[config.mk]
export PLATFORM = sky130hd
export DESIGN_NAME = tpu_tiled_core
export DESIGN_NICKNAME = d
export VERILOG_FILES = /design/src/rtl/tpu_pkg.sv /design/src/rtl/tpu_pe_acc.sv /design/src/rtl/tpu_tiled_core.sv
export SDC_FILE = /design/constraint.sdc
export NUM_CORES = 2
export LEC_CHECK = 0
export CORE_MARGIN = 10
export CORE_UTILIZATION = 30
export CTS_CLUSTER_SIZE = 12
export DETAILED_ROUTE_END_ITERATION = 10
export GPL_ROUTABILITY_DRIVEN = 0
export REMOVE_ABC_BUFFERS = 1
export SKIP_LAST_GASP = 1
export SYNTH_ARGS = -nofsm -noshare
export SYNTH_HDL_FRONTEND = slang
export SYNTH_SLANG_ARGS = --single-unit
export TNS_END_PERCENT = 5
[constraint.sdc]
create_clock -name clk -period 19.3 [get_ports clk]
set_input_delay 3.86 -clock clk [delete_from_list [all_inputs] [get_ports clk]]
set_output_delay 3.86 -clock clk [all_outputs]
set_load 0.05 [all_outputs]
[src/rtl/tpu_pkg.sv]
// Shared types and defaults for the tiled systolic matmul engine.
package tpu_pkg;

  localparam int D_DEF      = 4;
  localparam int DATA_W_DEF = 8;
  localparam int ACC_W_DEF  = 8;

  typedef enum logic [2:0] {
    ST_IDLE,
    ST_LOAD,
    ST_FEED,
    ST_DRAIN,
    ST_WRITE,
    ST_DONE
  } state_t;

  // Bit offset of lane idx in a word of 'lanes' elements, lane 0 in the MSBs.
  function automatic int lane_lsb(input int idx, input int lanes, input int w);
    return (lanes - 1 - idx) * w;
  endfunction

endpackage

[src/rtl/tpu_pe_acc.sv]
// Output-stationary PE: accumulates a*b mod 2^ACC_W, forwards operands right/down.
// One-cycle operand forwarding; no backpressure, clr flushes accumulator and pipeline.
module tpu_pe_acc #(
  parameter int DATA_W = 8,
  parameter int ACC_W  = 8
) (
  input  logic              clk,
  input  logic              rst,
  input  logic              clr,
  input  logic              en,
  input  logic [DATA_W-1:0] a_i,
  input  logic [DATA_W-1:0] b_i,
  output logic [DATA_W-1:0] a_o,
  output logic [DATA_W-1:0] b_o,
  output logic [ACC_W-1:0]  acc_o
);

  logic [2*DATA_W-1:0] prod;
  logic [DATA_W-1:0]   a_q, b_q;
  logic [ACC_W-1:0]    acc_q;

  assign prod = {{DATA_W{1'b0}}, a_i} * {{DATA_W{1'b0}}, b_i};

  always_ff @(posedge clk or posedge rst) begin
    if (rst) begin
      a_q   <= '0;
      b_q   <= '0;
      acc_q <= '0;
    end else if (clr) begin
      a_q   <= '0;
      b_q   <= '0;
      acc_q <= '0;
    end else begin
      a_q <= a_i;
      b_q <= b_i;
      if (en) acc_q <= acc_q + ACC_W'(prod);
    end
  end

  assign a_o   = a_q;
  assign b_o   = b_q;
  assign acc_o = acc_q;

endmodule

[src/rtl/tpu_tiled_core.sv]
// Tiled output-stationary systolic matmul C = A*B over a D x D PE array.
// Per tile: LOAD k+1, FEED k+2D-2, DRAIN 1, WRITE one cycle per valid row; no backpressure.
module tpu_tiled_core
  import tpu_pkg::*;
#(
  parameter int ARRAY_DIM = D_DEF,
  parameter int DATA_W    = DATA_W_DEF,
  parameter int ACC_W     = ACC_W_DEF,
  parameter int ADDR_W    = 8,
  parameter int DIM_W     = 4
) (
  input  logic                          clk,
  input  logic                          rst,
  input  logic                          start,
  input  logic [DIM_W-1:0]              m,
  input  logic [DIM_W-1:0]              n,
  input  logic [DIM_W-1:0]              k,
  output logic                          busy,
  output logic                          done,
  output logic [ADDR_W-1:0]             a_index,
  input  logic [ARRAY_DIM*DATA_W-1:0]   a_rdata,
  output logic [ADDR_W-1:0]             b_index,
  input  logic [ARRAY_DIM*DATA_W-1:0]   b_rdata,
  output logic                          o_wr_en,
  output logic [ADDR_W-1:0]             o_index,
  output logic [ARRAY_DIM*ACC_W-1:0]    o_wdata
);

  localparam int D  = ARRAY_DIM;
  localparam int KD = 2**DIM_W;
  localparam logic [ADDR_W-1:0] DA        = ADDR_W'(D);
  localparam logic [ADDR_W-1:0] ONE       = ADDR_W'(1);
  localparam logic [ADDR_W-1:0] FEED_TAIL = ADDR_W'(2*D-3);

  state_t                state_q;
  logic                  busy_q, done_q, o_wr_en_q;
  logic [DIM_W-1:0]      m_q, n_q, k_q, tm_q, tn_q;
  logic [ADDR_W-1:0]     cnt_q, wr_q, a_index_q, b_index_q, o_index_q;
  logic [D*ACC_W-1:0]    o_wdata_q;
  logic [D*DATA_W-1:0]   abuf_q [KD];
  logic [D*DATA_W-1:0]   bbuf_q [KD];

  logic [ADDR_W-1:0]     mw, nw, kw, tmw, tnw, rem_m, rem_n, rows_c, cols_c, out_base, row_sel;
  logic                  more_tn, more_tm, dims_zero, idx_ok, pe_clr, pe_en;
  logic [DIM_W-1:0]      tm_nx, tn_nx, wptr;
  logic [D*DATA_W-1:0]   a_cap, b_cap;
  logic [D*ACC_W-1:0]    row_word_d;
  logic [DATA_W-1:0]     a_edge [D];
  logic [DATA_W-1:0]     b_edge [D];
  logic [DATA_W-1:0]     a_in   [D][D];
  logic [DATA_W-1:0]     b_in   [D][D];
  logic [DATA_W-1:0]     a_pipe [D][D];
  logic [DATA_W-1:0]     b_pipe [D][D];
  logic [ACC_W-1:0]      acc    [D][D];

  assign mw  = ADDR_W'(m_q);
  assign nw  = ADDR_W'(n_q);
  assign kw  = ADDR_W'(k_q);
  assign tmw = ADDR_W'(tm_q);
  assign tnw = ADDR_W'(tn_q);

  always_comb begin
    rem_m     = mw - tmw * DA;
    rem_n     = nw - tnw * DA;
    rows_c    = (rem_m > DA) ? DA : rem_m;
    cols_c    = (rem_n > DA) ? DA : rem_n;
    more_tn   = ((tnw + ONE) * DA) < nw;
    more_tm   = ((tmw + ONE) * DA) < mw;
    tm_nx     = more_tn ? tm_q : tm_q + 1'b1;
    tn_nx     = more_tn ? tn_q + 1'b1 : '0;
    dims_zero = (m == '0) || (n == '0) || (k == '0);
    out_base  = tnw * mw + tmw * DA;
    row_sel   = (state_q == ST_WRITE) ? wr_q : '0;
    wptr      = DIM_W'(cnt_q - ONE);
    pe_clr    = (state_q == ST_LOAD);
    pe_en     = (state_q == ST_FEED);
    idx_ok    = ((int'(tm_q) + 1) * int'(k_q) <= 2**ADDR_W) &&
                ((int'(tn_q) + 1) * int'(k_q) <= 2**ADDR_W) &&
                ((int'(tn_q) + 1) * int'(m_q) <= 2**ADDR_W);
  end

  // Lanes past the matrix edge are zeroed at capture so the array never sees them.
  always_comb begin
    a_cap = '0;
    b_cap = '0;
    for (int r = 0; r < D; r++) begin
      if (ADDR_W'(r) < rows_c)
        a_cap[lane_lsb(r, D, DATA_W) +: DATA_W] = a_rdata[lane_lsb(r, D, DATA_W) +: DATA_W];
      if (ADDR_W'(r) < cols_c)
        b_cap[lane_lsb(r, D, DATA_W) +: DATA_W] = b_rdata[lane_lsb(r, D, DATA_W) +: DATA_W];
    end
  end

  // Row r / column c enters the array r / c cycles late so matching kk meet in PE(r,c).
  always_comb begin
    for (int r = 0; r < D; r++) begin
      a_edge[r] = '0;
      b_edge[r] = '0;
      if (state_q == ST_FEED && cnt_q >= ADDR_W'(r) && (cnt_q - ADDR_W'(r)) < kw) begin
        a_edge[r] = abuf_q[DIM_W'(cnt_q - ADDR_W'(r))][lane_lsb(r, D, DATA_W) +: DATA_W];
        b_edge[r] = bbuf_q[DIM_W'(cnt_q - ADDR_W'(r))][lane_lsb(r, D, DATA_W) +: DATA_W];
      end
    end
  end

  always_comb begin
    row_word_d = '0;
    for (int rr = 0; rr < D; rr++) begin
      if (ADDR_W'(rr) == row_sel) begin
        for (int c = 0; c < D; c++) begin
          if (ADDR_W'(c) < cols_c) row_word_d[lane_lsb(c, D, ACC_W) +: ACC_W] = acc[rr][c];
        end
      end
    end
  end

  for (genvar r = 0; r < D; r++) begin : g_row
    for (genvar c = 0; c < D; c++) begin : g_col
      if (c == 0) begin : g_al
        assign a_in[r][c] = a_edge[r];
      end else begin : g_ar
        assign a_in[r][c] = a_pipe[r][c-1];
      end
      if (r == 0) begin : g_bt
        assign b_in[r][c] = b_edge[c];
      end else begin : g_bd
        assign b_in[r][c] = b_pipe[r-1][c];
      end
      tpu_pe_acc #(.DATA_W(DATA_W), .ACC_W(ACC_W)) u_pe (
        .clk   (clk),
        .rst   (rst),
        .clr   (pe_clr),
        .en    (pe_en),
        .a_i   (a_in[r][c]),
        .b_i   (b_in[r][c]),
        .a_o   (a_pipe[r][c]),
        .b_o   (b_pipe[r][c]),
        .acc_o (acc[r][c])
      );
    end
  end

  always_ff @(posedge clk) begin
    if (state_q == ST_LOAD && cnt_q != '0) begin
      abuf_q[wptr] <= a_cap;
      bbuf_q[wptr] <= b_cap;
    end
  end

  always_ff @(posedge clk or posedge rst) begin
    if (rst) begin
      state_q   <= ST_IDLE;
      busy_q    <= 1'b0;
      done_q    <= 1'b0;
      m_q       <= '0;
      n_q       <= '0;
      k_q       <= '0;
      tm_q      <= '0;
      tn_q      <= '0;
      cnt_q     <= '0;
      wr_q      <= '0;
      a_index_q <= '0;
      b_index_q <= '0;
      o_wr_en_q <= 1'b0;
      o_index_q <= '0;
      o_wdata_q <= '0;
    end else begin
      case (state_q)
        ST_IDLE, ST_DONE: begin
          if (start) begin
            m_q       <= m;
            n_q       <= n;
            k_q       <= k;
            tm_q      <= '0;
            tn_q      <= '0;
            cnt_q     <= '0;
            a_index_q <= '0;
            b_index_q <= '0;
            if (dims_zero) begin
              state_q <= ST_DONE;
              busy_q  <= 1'b0;
              done_q  <= 1'b1;
            end else begin
              state_q <= ST_LOAD;
              busy_q  <= 1'b1;
              done_q  <= 1'b0;
            end
          end
        end
        ST_LOAD: begin
          if (cnt_q == kw) begin
            state_q <= ST_FEED;
            cnt_q   <= '0;
          end else begin
            cnt_q <= cnt_q + ONE;
            if (cnt_q + ONE < kw) begin
              a_index_q <= a_index_q + ONE;
              b_index_q <= b_index_q + ONE;
            end
          end
        end
        ST_FEED: begin
          if (cnt_q == kw + FEED_TAIL) state_q <= ST_DRAIN;
          else                         cnt_q   <= cnt_q + ONE;
        end
        ST_DRAIN: begin
          state_q   <= ST_WRITE;
          wr_q      <= ONE;
          o_wr_en_q <= 1'b1;
          o_index_q <= out_base;
          o_wdata_q <= row_word_d;
        end
        ST_WRITE: begin
          if (wr_q < rows_c) begin
            wr_q      <= wr_q + ONE;
            o_index_q <= out_base + wr_q;
            o_wdata_q <= row_word_d;
          end else begin
            o_wr_en_q <= 1'b0;
            o_wdata_q <= '0;
            if (more_tn || more_tm) begin
              state_q   <= ST_LOAD;
              tm_q      <= tm_nx;
              tn_q      <= tn_nx;
              cnt_q     <= '0;
              a_index_q <= ADDR_W'(tm_nx) * kw;
              b_index_q <= ADDR_W'(tn_nx) * kw;
            end else begin
              state_q <= ST_DONE;
              busy_q  <= 1'b0;
              done_q  <= 1'b1;
            end
          end
        end
        default: state_q <= ST_IDLE;
      endcase
    end
  end

  assert property (@(posedge clk) disable iff (rst) idx_ok);

  assign busy    = busy_q;
  assign done    = done_q;
  assign a_index = a_index_q;
  assign b_index = b_index_q;
  assign o_wr_en = o_wr_en_q;
  assign o_index = o_index_q;
  assign o_wdata = o_wdata_q;

endmodule

==> flow_summary.json <==
{
  "run_status": "completed",
  "rrSetupSlack_ps": 10680,
  "setup_slack_ps": 10680,
  "core_area_sq_um": 249000,
  "clockRootBuffer": "clkbuf_16",
  "cts.sinks": 1442,
  "worst_path_largest_cell_delay_ps": 760,
  "synth_warnings": 0,
  "io_pins": 138,
  "dp_hpwl_mm": 128,
  "worstPathArrival_ps": 9300,
  "cp-end-kind": "register",
  "cts-resized-gates": 0,
  "seq_area_frac_synth": 0.548,
  "vdd_ir_drop_max_v": 0.000128,
  "regToRegEndpoint": "g_row[1].g_col[0].u_pe.acc_o[7]",
  "critical_path_required_ps": 19980,
  "timing.rr.start": "cnt_q[0]",
  "cts.htree.levels": 4,
  "totalWireLength_mm": 193,
  "grt_pass1_vias": 45600,
  "critical_path.endpoint": "g_row[1].g_col[0].u_pe.acc_o[7]",
  "cts_tree": "done",
  "detailroute.via_count": 43000,
  "floorplan.rows": 183,
  "place.port_buffers": 137,
  "drt-vias-per-instance": 4.79,
  "cp_common_cell": "fa_1",
  "layout_worst_path_cycle_share": 0.447,
  "hold_violations": 0,
  "timing.hold.worst.class": "reg2reg",
  "report.power.total_uw": 10600,
  "die_x_microns": 521,
  "r2r.worst_path.cells": 25,
  "grt_first_pass_wirelength_mm": 295,
  "drt_iter0_drc": 3326,
  "maxCapViolCount": 0,
  "edff_count_synth": 1024,
  "yosys_most_used_dff": "edfxtp_1",
  "number_of_different_library_cells_in_the_post_synthesis_netlist": 77,
  "worst_skew_pair_later_pin_latency_ps": 820,
  "crit_path_start": "cnt_q[0]",
  "drt_pass1_iterations": 5,
  "drt.antenna.violating_nets": 0,
  "grt_start_max_net_pins": 148,
  "fin_skew_ps": 69.6,
  "timing.final.setup_violations": 0,
  "timing.critical_path.slowest_stage_cell": "dfrtp_4",
  "final_net_count": 6288,
  "avgSynthCellArea_sq_um": 14.0,
  "synth_async_sr_flop_share": 0.290,
  "power_density_nw_per_um2": 123,
  "grt_usage": 0.141,
  "p_leak_uw": 0.0335,
  "cts-hold-fix-buffers": 0,
  "cts.reportedPaths.clkPinSlew_ps": 60,
  "netlist_area_sq_um": 75200,
  "n_fill_cell": 24100,
  "max_slew_margin": 0.184,
  "floorplan.initialDensity": 0.302,
  "largest_driver_fanout_on_the_critical_path": 102,
  "unrepaired_setup_endpoints_after_global_routing": "false",
  "fmaxAchievable_ghz": 0.116,
  "cts_buffers": 159,
  "hold-path-cell-count": 2,
  "area_delta_synth_final_pct": 13.9,
  "routedWlPerCell_microns": 21.5,
  "slew_violations": 0,
  "overflow": 0,
  "route.detailed.drc": 0,
  "grt_antenna_before_repair": 8,
  "cts.repair_timing.setup_buffer_count": 0,
  "cts-root-to-sink-buffers": 3,
  "dieHeight_microns": 521,
  "die_area_sq_um": 271000,
  "ys_seq_elements": 1442,
  "drive_above_1_share": 0.114,
  "pre_cts_ws_ps": 10600,
  "start_kind": "register",
  "max_slew.worst_pin.slew_ps": 1220,
  "number_of_cells_produced_by_synthesis": 5362,
  "finalWorstPathRequiredPeriod_ps": 8620,
  "timing_worst_setup_path_type": "reg2reg"
}
==> state kept, by name, indices dropped and copies added, names as in the netlist, 8 cells and up <==
register	flops
a_index	8
abuf_q	512
b_index	8
bbuf_q	512
cnt_q	8
g_row.g_col.u_pe.a_o	96
g_row.g_col.u_pe.acc_o	128
g_row.g_col.u_pe.b_o	96
o_index	8
o_wdata	32
wr_q	8
==> layout by cell type (no fill, tap or decap), types with 137 or more instances in the layout <==
cell                n
clkbuf_16         161
inv_1             617
fa_1              308
and2_1            260
edfxtp_1         1024
nand2_1           494
ha_1              359
mux4_2            263
dfrtp_1           413
nor2b_1           182
clkdlybuf4s50_1   137
xnor2_1           249
==> layout make-up <==
| cell class | instances | area, sq um | area share |
|---|---|---|---|
| clock buffers | 218 | 4360 | 0.0509 |
| multi-input cells | 3099 | 30900 | 0.360 |
| clock inverters | 63 | 687 | 0.00802 |
| repair buffers | 220 | 2020 | 0.0236 |
| diodes | 2 | 5.00 | 0.0000584 |
| flip-flops and latches | 1442 | 41200 | 0.481 |
| well taps | 3330 | 4170 | 0.0486 |
| inverters | 619 | 2330 | 0.0272 |
==> cell families (layout without fill, tap and decap cells) <==
kind of cell	after synthesis	count (layout)	share of synthesized area
flip-flops	1442	1442	0.548
AND/OR/NAND/NOR	1196	1196	0.0789
buffers and inverters	832	1120	0.0457
adder cells (fa/ha/maj)	668	668	0.142
AO/OA/AOI/OAI	521	521	0.0473
multiplexers	378	378	0.0992
XOR/XNOR	323	323	0.0393
other	2	15	0.0000998
==> Yosys cell counts, drive strengths merged (4+ instances only) <==
cell type,number,area share
a22o,112,0.013
a22oi,8,0.00080
o31ai,7,0.00070
o21bai,6,0.00060
xnor2,252,0.029
mux4,285,0.086
o221ai,30,0.0035
o211ai,7,0.00070
dfrtp,418,0.14
buf,72,0.0078
nor3,37,0.0025
clkbuf,141,0.0070
a211oi,28,0.0029
a21oi,87,0.0058
nor3b,7,0.00076
nor2b,182,0.015
edfxtp,1024,0.41
nand4,4,0.00033
a31oi,5,0.00042
or3,5,0.00042
and3,23,0.0019
mux2,25,0.0037
nand2b,10,0.00083
a32oi,4,0.00047
ha,360,0.060
and2,261,0.022
o21ai,142,0.0094
mux2i,68,0.0090
a21o,44,0.0044
nand2,494,0.025
fa,308,0.082
xnor3,8,0.0024
nand3,21,0.0014
inv,619,0.031
xor2,63,0.0074
a311oi,8,0.0011
o21a,6,0.00060
nor4,14,0.0015
nor2,124,0.0063
o22ai,9,0.00075
==> worst max-delay path, delay by kind of cell (launching register included) <==
family,cells,cell delay (ps)
flip-flops,1,760
XOR/XNOR,4,900
buffers and inverters,8,2270
adder cells (fa/ha/maj),6,2540
AND/OR/NAND/NOR,3,570
AO/OA/AOI/OAI,4,1300
==> where the power goes <==
group,switching (uW),internal [uW]
sequential,170,3900
combinational,2310,1250
clock,1270,1660
total,3750,6810
==> worst min-delay path by stage <==
| stage | slack (ps) | to | from |
|---|---|---|---|
| floorplan | 450 | g_row[3].g_col[0].u_pe.acc_o[6] | g_row[3].g_col[0].u_pe.acc_o[6] |
| global placement | 470 | g_row[3].g_col[0].u_pe.acc_o[6] | g_row[3].g_col[0].u_pe.acc_o[6] |
| detailed placement | 480 | g_row[3].g_col[0].u_pe.acc_o[6] | g_row[3].g_col[0].u_pe.acc_o[6] |
| CTS | 490 | g_row[3].g_col[0].u_pe.acc_o[6] | g_row[3].g_col[0].u_pe.acc_o[6] |
| global route | 520 | o_wdata[20] | o_wdata[20] |
| finish | 490 | g_row[3].g_col[0].u_pe.acc_o[6] | g_row[3].g_col[0].u_pe.acc_o[6] |
==> metal layers <==
metal  global-route usage  wire length, microns
met1                0.191                 84700
met5                    0                     0
met4               0.0399                  5290
met2                0.231                 92700
met3               0.0256                 10500
==> stage by stage <==
stage | area (sq um) | hold WS [ps] | util | instances | setup TNS, ps
after CTS | 85700 | 490 | 0.344 | 8991 | 0
after global placement | 80600 | 472 | 0.324 | 8710 | 0
after detailed placement | 80600 | 477 | 0.324 | 8710 | 0
after floorplan | 74200 | 450 | - | 5160 | -30.7
after global routing | 85700 | 518 | 0.344 | 8991 | 0
final | 85700 | 489 | 0.344 | 8993 | 0
Power figures use the tool's default switching activity.
